===== src/rtl/demux_1to4_buf_if.sv =====
// Bundle between one producer and the four consumer channels of demux_1to4_buf.
// Handshake rule for both sides: a transfer completes on a rising clk edge
// where valid and ready are both high; valid never waits for ready, and the
// offering side holds its payload stable while valid && !ready.
interface demux_1to4_buf_if #(
    parameter int WIDTH = 32
);
    logic             in_valid;
    logic             in_ready;
    logic [WIDTH-1:0] in_data;
    logic [1:0]       in_select;
    logic [3:0]       out_valid;
    logic [3:0]       out_ready;
    logic [WIDTH-1:0] out_data0;
    logic [WIDTH-1:0] out_data1;
    logic [WIDTH-1:0] out_data2;
    logic [WIDTH-1:0] out_data3;
    logic [2:0]       occupancy;

    // Producer and consumers together (testbench / surrounding datapath).
    modport master (
        output in_valid, in_data, in_select, out_ready,
        input  in_ready, out_valid, out_data0, out_data1, out_data2, out_data3,
        input  occupancy
    );

    // The demultiplexer itself.
    modport slave (
        input  in_valid, in_data, in_select, out_ready,
        output in_ready, out_valid, out_data0, out_data1, out_data2, out_data3,
        output occupancy
    );
endinterface


===== src/rtl/demux_1to4_buf.sv =====
// Buffered 1-to-4 demultiplexer. Each channel has a one-entry holding register
// and a full flag, so a stalled consumer only blocks words addressed to it.
// A channel that is draining this cycle may be refilled in the same cycle,
// giving one word per cycle per channel.
module demux_1to4_buf #(
    parameter int WIDTH = 32
) (
    input logic              clk,
    input logic              rst_n,
    demux_1to4_buf_if.slave  bus
);
    logic [3:0]       full_q;
    logic [WIDTH-1:0] hold_q [4];
    logic             accept;
    logic [2:0]       occ;

    // Ready depends only on the addressed channel: empty, or being drained now.
    always_comb begin
        bus.in_ready = rst_n && (!full_q[bus.in_select] || bus.out_ready[bus.in_select]);
        accept       = bus.in_valid && bus.in_ready;
    end

    // Per-channel holding register and full flag; a refill wins over a drain.
    always_ff @(posedge clk) begin
        if (!rst_n) begin
            full_q <= '0;
            for (int i = 0; i < 4; i++) begin
                hold_q[i] <= '0;
            end
        end else begin
            for (int i = 0; i < 4; i++) begin
                if (accept && (bus.in_select == 2'(i))) begin
                    hold_q[i] <= bus.in_data;
                    full_q[i] <= 1'b1;
                end else if (full_q[i] && bus.out_ready[i]) begin
                    full_q[i] <= 1'b0;
                end
            end
        end
    end

    // Occupancy is a popcount of the registered full flags.
    always_comb begin
        occ = '0;
        for (int i = 0; i < 4; i++) begin
            occ = occ + {2'b00, full_q[i]};
        end
    end

    assign bus.out_valid = full_q;
    assign bus.out_data0 = hold_q[0];
    assign bus.out_data1 = hold_q[1];
    assign bus.out_data2 = hold_q[2];
    assign bus.out_data3 = hold_q[3];
    assign bus.occupancy = occ;
endmodule


===== src/flat_wrapper.sv =====
// flat-port wrapper written by rule: the top's interface ports become plain ports
module demux_1to4_buf_flat 
#(
    parameter int WIDTH = 32
)
  (clk, rst_n, bus_in_valid, bus_in_data, bus_in_select, bus_out_ready, bus_in_ready, bus_out_valid, bus_out_data0, bus_out_data1, bus_out_data2, bus_out_data3, bus_occupancy);
  demux_1to4_buf_if #(.WIDTH(WIDTH)) bus_i ();
  input logic clk;
  input logic rst_n;
  input wire logic [$bits(bus_i.in_valid)-1:0] bus_in_valid;
  input wire logic [$bits(bus_i.in_data)-1:0] bus_in_data;
  input wire logic [$bits(bus_i.in_select)-1:0] bus_in_select;
  input wire logic [$bits(bus_i.out_ready)-1:0] bus_out_ready;
  output wire logic [$bits(bus_i.in_ready)-1:0] bus_in_ready;
  output wire logic [$bits(bus_i.out_valid)-1:0] bus_out_valid;
  output wire logic [$bits(bus_i.out_data0)-1:0] bus_out_data0;
  output wire logic [$bits(bus_i.out_data1)-1:0] bus_out_data1;
  output wire logic [$bits(bus_i.out_data2)-1:0] bus_out_data2;
  output wire logic [$bits(bus_i.out_data3)-1:0] bus_out_data3;
  output wire logic [$bits(bus_i.occupancy)-1:0] bus_occupancy;
  assign bus_i.in_valid = bus_in_valid;
  assign bus_i.in_data = bus_in_data;
  assign bus_i.in_select = bus_in_select;
  assign bus_i.out_ready = bus_out_ready;
  assign bus_in_ready = bus_i.in_ready;
  assign bus_out_valid = bus_i.out_valid;
  assign bus_out_data0 = bus_i.out_data0;
  assign bus_out_data1 = bus_i.out_data1;
  assign bus_out_data2 = bus_i.out_data2;
  assign bus_out_data3 = bus_i.out_data3;
  assign bus_occupancy = bus_i.occupancy;
  demux_1to4_buf #(.WIDTH(WIDTH)) u_core (.clk(clk), .rst_n(rst_n), .bus(bus_i));
endmodule

===== config.mk =====
export PLATFORM = sky130hd
export DESIGN_NAME = demux_1to4_buf_flat
export DESIGN_NICKNAME = d
export VERILOG_FILES = /design/src/rtl/demux_1to4_buf_if.sv /design/src/rtl/demux_1to4_buf.sv /design/src/flat_wrapper.sv
export SDC_FILE = /design/constraint.sdc
export NUM_CORES = 1
export LEC_CHECK = 0
export BUFFER_PORTS_ARGS = -buffer_cell sky130_fd_sc_hd__buf_2
export CORE_MARGIN = 8
export CORE_UTILIZATION = 45
export DETAILED_ROUTE_END_ITERATION = 10
export PLACE_DENSITY = 0.73
export REMOVE_ABC_BUFFERS = 1
export SETUP_SLACK_MARGIN = 0.5
export SLEW_MARGIN = 20
export SYNTH_ARGS = -nofsm -noshare
export SYNTH_HDL_FRONTEND = slang
export SYNTH_SLANG_ARGS = --single-unit

===== constraint.sdc =====
create_clock -name clk -period 2.36 [get_ports clk]
set_clock_uncertainty 0.2 [all_clocks]
set_input_delay 0.472 -clock clk [delete_from_list [all_inputs] [get_ports clk]]
set_output_delay 0.472 -clock clk [all_outputs]
set_load 0.005 [all_outputs]

==> flow_metrics.py, run 1 <==
metrics = {
    "run_status": {
        "outcome": "finished, violations left",
        "violations": "setup timing",
    },
    "synth": {
        "synth.most_common_cell": "edfxtp_1",
        "synthAdderAreaFrac": 0.00864,
        "synth_ff_type": "edfxtp_1",
        "synthXorXnorAreaFrac": 0,
        "synth_top_family_by_area": "simple AND/OR/NAND/NOR gates",
        "synth-compound-area-share": 0.00840,
        "yosys.area_share.simple": 0.194,
        "synth_cell_type_count": 24,
        "seq_area_frac_synth": 0.753,
        "synth_common_cells": "128 x edfxtp_1, 104 x nor2_1, 30 x nand2_4",
        "yosys_warnings": 0,
        "syn_area_sq_um": 5210,
        "netlist_instances": 341,
        "synth_top_area_share": 0.737,
        "muxShareOfSynthArea": 0.00192,
        "syn_area_per_cell_sq_um": 15.3,
        "synth_edf_count": 128,
        "yosys_register_bits": 132,
        "synth.area.top_cells": "edfxtp_1 74%, nor2_1 7.5%, nand2_4 6.5%, nor2_2 3.0%, buf_12 1.5%",
        "synth_top_cell_by_area": "edfxtp_1",
        "synthArstFlopShare": 0,
    },
    "clocking": {
        "cts_tree": "yes",
        "cts_sinks": 132,
        "cts_max_path_buffers": 2,
        "cts_buffers": 17,
        "h-tree-depth": 4,
        "cts_hold_buf": 0,
        "clkTransAtPathRegs_ns": 0.06,
        "clk_latency_ns": 0.41,
        "cts_root_buffer": "clkbuf_16",
    },
    "route": {
        "drtAntennaViolNets": 0,
        "drtPass1Iterations": 4,
        "route.vias.total": 3354,
        "routedWlPerCell_um": 19.1,
        "drt_drc_violations_left": 0,
        "routed_via_density": 4.83,
        "drt-total-wl_um": 13300,
        "drtIter0Drc": 349,
    },
    "worst_setup_path": {
        "setup.worst_path.class": "flip-flop to output pin",
        "r2r_end": "u_core.hold_q[0][7]$_SDFFCE_PN0P_",
        "r2r_slack_ns": 0.74,
        "cp-start-kind": "flip-flop",
        "path_buf_inv": 1,
        "critPathArrivalTime_ns": 1.69,
        "required_ns": 1.69,
        "critPathTopFamily": "adder cells",
        "max_stage_delay_ns": 0.35,
        "r2r_cells": 5,
        "path_max_fanout": 3,
        "cp_cell_sequence": "ha_4 -> fa_2 -> ha_4 -> buf_6",
        "crit_top_cell": "ha_4",
        "end_kind": "output pin",
        "rr_startpoint": "u_core.bus.out_valid[0]$_SDFFE_PN0P_",
        "cp_slowest_cell": "fa_2",
    },
    "sta": {
        "worst_slack_ns": -0.00182,
        "rsz0062_at_grt": "true",
        "period_share": 1.00,
        "hold_viol": 0,
        "max_freq_mhz": 423,
        "finalSetupTns_ns": -0.00182,
        "slew_violations": 0,
        "period_needed_ns": 2.36,
        "finalSetupViolations": 1,
        "slew_headroom": 0.717,
        "worst_slew_pin_slew_ns": 0.424,
    },
    "layout": {
        "diodes": 0,
        "nets": 582,
        "area_delta_synth_final_pct": 32.6,
        "fin_cells": 694,
        "drive_gt1_frac": 0.532,
        "fin_util": 0.608,
    },
    "place": {
        "dpl.cell_count": 660,
        "dpl.hpwl_um": 9500,
        "gp_congestion": 0.754,
        "dp_slack_ns": 0.306,
        "place.port_buffers": 176,
    },
    "hold_path": {
        "hold_path_end": "u_core.hold_q[3][9]$_SDFFCE_PN0P_",
        "hp-start": "bus_in_data[9]",
        "whs_path_depth": 3,
        "min_path_type": "input pin to flip-flop",
    },
    "die": {
        "dieHeight_um": 124,
        "die_x_um": 124,
        "io_pins": 177,
        "die-area_sq_um": 15300,
        "core_area_sq_um": 11400,
        "initial_utilization": 0.458,
        "num_rows": 39,
    },
    "global_route": {
        "antenna_found_initial": 0,
        "grt_max_degree": 20,
        "grt_pass1_vias": 3613,
        "grt_pass1_wl_um": 20000,
        "track_usage": 0.178,
        "grt.overflow.total": 0,
    },
    "pwr": {
        "total_power_mw": 5.60,
        "p_leak_nw": 3.12,
        "p_per_area_nw_per_um2": 810,
        "ir_worst_vdd_v": 0.000479,
    },
    "run": {
        "cap_viol_max_count": 0,
    },
}
==> worst max-delay path by stage <==
stage                                        end  cells past startpoint                            startpoint  slack (ns)
2_1_floorplan  u_core.hold_q[2][0]$_SDFFCE_PN0P_                      3                      bus_in_select[0]        0.30
3_3_place_gp                    bus_occupancy[1]                      4  u_core.bus.out_valid[0]$_SDFFE_PN0P_        0.33
3_5_place_dp                    bus_occupancy[1]                      4  u_core.bus.out_valid[0]$_SDFFE_PN0P_        0.31
4_1_cts                         bus_occupancy[1]                      4  u_core.bus.out_valid[1]$_SDFFE_PN0P_       -0.02
5_1_grt                         bus_occupancy[1]                      4  u_core.bus.out_valid[1]$_SDFFE_PN0P_       -0.03
6_report                        bus_occupancy[1]                      4  u_core.bus.out_valid[1]$_SDFFE_PN0P_      -0.002
==> report_power, final <==
part | switching, mW | leakage, nW | total (mW) | internal (mW)
clock | 0.903 | 0.266 | 2.44 | 1.54
combinational | 0.280 | 1.44 | 0.444 | 0.164
sequential | 0.0321 | 1.41 | 2.72 | 2.68
total | 1.22 | 3.12 | 5.60 | 4.39
==> cells by family after synthesis <==
logic type	count (synthesis)
buffers and inverters	18
AND/OR/NAND/NOR	181
multiplexers	1
AO/OA/AOI/OAI	6
adder cells (fa/ha/maj)	3
flip-flops	132
==> cells in the final DEF, fill, tap and decap left out, types with 2 or more instances in the layout <==
master	instances
buf_4	17
edfxtp_1	128
nand2b_4	2
nand3_1	3
nor2_2	25
nor2_1	104
clkinv_1	2
buf_2	174
nand2b_1	2
clkinvlp_4	2
bufinv_16	2
nand2_4	30
clkinv_2	4
clkbuf_1	4
clkbuf_16	17
nand2_1	6
a21boi_0	4
buf_12	2
buf_6	3
nand2_2	3
ha_4	2
dfxtp_2	2
==> flip-flops by register name (all words and copies together) (netlist names) <==
| name | cells |
|---|---|
| u_core.bus.out_valid | 4 |
| u_core.hold_q | 128 |
==> what timing repair did <==
item,4_1_cts,5_1_grt
pin swaps,2,1
gates resized for setup,12,4
setup buffers,1,1
setup endpoints to repair,4,4
==> layer usage <==
layer  routed length (um)  part of all wire  vias to the layer above  GRT usage
li1                     -                 -                     1566          -
met1                 4940              0.37                     1625      0.199
met2                 6740              0.51                      146      0.300
met3                 1400              0.11                       17     0.0666
met4                  180             0.014                        0     0.0737
met5                    0                 0                        -          0
==> area by class of cell <==
type,instances,area [sq um]
Multi-Input combinational cell,191,1180
Fill cell,887,4460
Sequential cell,132,3930
Timing Repair Buffer,196,1070
Clock buffer,21,440
Clock inverter,11,111
Tap cell,143,179
==> per-stage QoR <==
| step | instance area (sq um) | hold WS, ns |
|---|---|---|
| floorplan | 5030 | 0.354 |
| global placement | 6260 | 0.376 |
| detailed placement | 6260 | 0.410 |
| CTS | 6880 | 0.180 |
| global route | 6910 | 0.190 |
| finish | 6910 | 0.199 |
==> worst reg2reg max path: cells and delay by family, from the launching register on <==
| kind | cells | cell delay (ns) |
|---|---|---|
| buf+inv | 2 | 0.42 |
| flops | 1 | 0.35 |
| simple gates | 3 | 0.30 |
(Power assumes the default switching activity.)
==> inputs of run 2 (changes only) <==
--- a/config.mk
+++ b/config.mk
@@ -6,6 +6,7 @@
 export NUM_CORES = 1
 export LEC_CHECK = 0
 export BUFFER_PORTS_ARGS = -buffer_cell sky130_fd_sc_hd__buf_2
+export CORE_ASPECT_RATIO = 0.7
 export CORE_MARGIN = 8
 export CORE_UTILIZATION = 45
 export DETAILED_ROUTE_END_ITERATION = 10
==> flow_metrics.py, run 2 (synthesized netlist as in run 1, its figures left out) <==
metrics = {
    "worst_setup_path": {
        "r2r_end": "u_core.hold_q[3][17]$_SDFFCE_PN0P_",
        "cp-start-kind": "flip-flop",
        "cp_slowest_cell": "fa_2",
        "r2r_slack_ns": 0.74,
        "setup.worst_path.class": "flip-flop to output pin",
        "critPathArrivalTime_ns": 1.67,
        "path_buf_inv": 1,
        "cp_cell_sequence": "ha_4 -> fa_2 -> ha_4 -> buf_6",
        "required_ns": 1.69,
        "r2r_cells": 4,
        "max_stage_delay_ns": 0.35,
        "critPathLaunch": "u_core.bus.out_valid[1]$_SDFFE_PN0P_",
        "crit_top_cell": "ha_4",
        "end_kind": "output pin",
        "path_depth": 4,
        "rr_startpoint": "u_core.bus.out_valid[3]$_SDFFE_PN0P_",
        "path_max_fanout": 2,
        "critPathTopFamily": "adder cells",
        "cp-endpoint": "bus_occupancy[1]",
    },
    "layout": {
        "fin_cells": 707,
        "diodes": 0,
        "regMostFlops": "u_core.hold_q",
        "final_cell_mix": "173 x buf_2, 128 x edfxtp_1, 104 x nor2_1",
        "largest_register_ffs": 128,
        "finish.instance_area_sq_um": 7010,
        "area_delta_synth_final_pct": 34.5,
        "layout_commonest_cell": "buf_2",
        "nets": 581,
        "drive_gt1_frac": 0.544,
    },
    "sta": {
        "rsz0062_at_grt": "true",
        "worst_slew_pin_slew_ns": 0.410,
        "max_freq_mhz": 427,
        "finalSetupTns_ns": 0,
        "period_needed_ns": 2.34,
        "period_share": 0.992,
        "slew_violations": 0,
        "slew_headroom": 0.726,
        "finalSetupViolations": 0,
        "hold_viol": 0,
    },
    "pwr": {
        "clockPowerShare": 0.457,
        "seqPwrFrac": 0.466,
        "p_per_area_nw_per_um2": 833,
        "ir_worst_vdd_v": 0.000711,
        "p_int_mw": 4.53,
        "p_leak_nw": 3.14,
        "pwr-share-comb": 0.077,
        "switching_power_mw": 1.31,
        "swShare": 0.224,
    },
    "clocking": {
        "cts_sinks": 132,
        "cts_tree": "yes",
        "cts_hold_buf": 0,
        "cts_max_path_buffers": 2,
        "clk_latency_ns": 0.40,
        "h-tree-depth": 4,
        "cts_buffers": 17,
        "cts_root_buffer": "clkbuf_16",
        "clkTransAtPathRegs_ns": 0.06,
    },
    "die": {
        "io_pins": 177,
        "die-area_sq_um": 15300,
        "initial_utilization": 0.452,
        "die_x_um": 145,
        "num_rows": 33,
        "dieHeight_um": 106,
        "core_area_sq_um": 11500,
    },
    "place": {
        "gp_congestion": 0.793,
        "dpl.cell_count": 673,
        "dpl.hpwl_um": 9810,
        "place_area_sq_um": 6300,
        "place.port_buffers": 176,
    },
    "global_route": {
        "track_usage": 0.178,
        "grt_pass1_wl_um": 20400,
        "antenna_found_initial": 1,
        "grt_max_degree": 21,
        "grt_pass1_vias": 3651,
        "grt.overflow.total": 0,
    },
    "hold_path": {
        "min_path_type": "input pin to flip-flop",
    },
    "route": {
        "drt-total-wl_um": 13400,
        "routed_via_density": 4.74,
        "drt_drc_violations_left": 0,
        "routedWlPerCell_um": 19.0,
        "route.vias.total": 3352,
        "drtPass1Iterations": 4,
        "drtIter0Drc": 181,
        "drtAntennaViolNets": 0,
    },
    "run_status": {
        "outcome": "finished, final reports clean",
    },
    "run": {
        "cap_viol_max_count": 0,
    },
}
## run 2: cell types whose count changed in the layout (fill, tap and decap cells not counted), moves of 2 or more
| cell | change |
|---|---|
| nand2_2 | +3 |
| inv_6 | +4 |
| clkinvlp_4 | +2 |
| clkinv_2 | -3 |
| nand2_1 | -3 |
| buf_4 | -2 |
| buf_12 | +2 |
| clkbuf_1 | -3 |
| clkinv_1 | -2 |
## run 2: power groups by stage
stage	clock network [mW]	registers [mW]	logic, mW
after floorplan	0	2.78	0.155
after global placement	0	2.76	0.436
after detailed placement	0	2.77	0.444
after CTS	2.71	2.72	0.455
after global routing	2.81	2.73	0.491
final	2.67	2.72	0.449
## run 2: stage by stage
stage	utilization	setup WS, ns	hold WS (ns)	total power, mW
4_1_cts	0.607	0.00491	0.174	5.88
6_report	0.609	0.0181	0.200	5.84
2_1_floorplan	-	0.299	0.354	2.93
5_1_grt	0.609	-0.0185	0.192	6.03
3_3_place_gp	0.547	0.317	0.384	3.20
3_5_place_dp	0.547	0.308	0.384	3.21
## run 2: final cells by class
type                       instances  area (sq um)
multi-input combinational        191          1180
tap                              157           196
clock inverter                    14           178
sequential                       132          3930
fill                             924          4510
clock buffer                      18           429
timing repair buffer             195          1090
## run 2: worst min-delay path by stage
| stage | start | to | slack [ns] | depth (start not counted) |
|---|---|---|---|---|
| 2_1_floorplan | u_core.bus.out_valid[0]$_SDFFE_PN0P_ | u_core.bus.out_valid[0]$_SDFFE_PN0P_ | 0.35 | 2 |
| 3_3_place_gp | u_core.bus.out_valid[0]$_SDFFE_PN0P_ | u_core.bus.out_valid[0]$_SDFFE_PN0P_ | 0.38 | 2 |
| 3_5_place_dp | u_core.bus.out_valid[0]$_SDFFE_PN0P_ | u_core.bus.out_valid[0]$_SDFFE_PN0P_ | 0.38 | 2 |
| 4_1_cts | bus_out_ready[0] | u_core.bus.out_valid[0]$_SDFFE_PN0P_ | 0.17 | 3 |
| 5_1_grt | bus_in_data[27] | u_core.hold_q[1][27]$_SDFFCE_PN0P_ | 0.19 | 3 |
| 6_report | bus_in_data[26] | u_core.hold_q[2][26]$_SDFFCE_PN0P_ | 0.20 | 3 |
## run 2: repair_timing
item	in CTS	in global routing
endpoints found under the hold margin	0	0
pin swaps	2	1
gates cloned	0	0
setup endpoints to repair	4	4
buffers inserted	2	0
resized for setup	13	3
## run 2: routing by layer
metal | vias to the layer above | share of wire | wire, um | global-route usage
met2 | 159 | 0.47 | 6290 | 0.282
met3 | 9 | 0.13 | 1740 | 0.0855
met4 | 2 | 0.0041 | 55 | 0.0377
met5 | - | 0.00060 | 8 | 0
met1 | 1616 | 0.40 | 5330 | 0.217
li1 | 1566 | - | - | -
## run 2: tightest hold or removal path, cell delays in order
cell	delay [ns]
buf_2	0.10
nand2_4	0.05
nor2_1	0.07
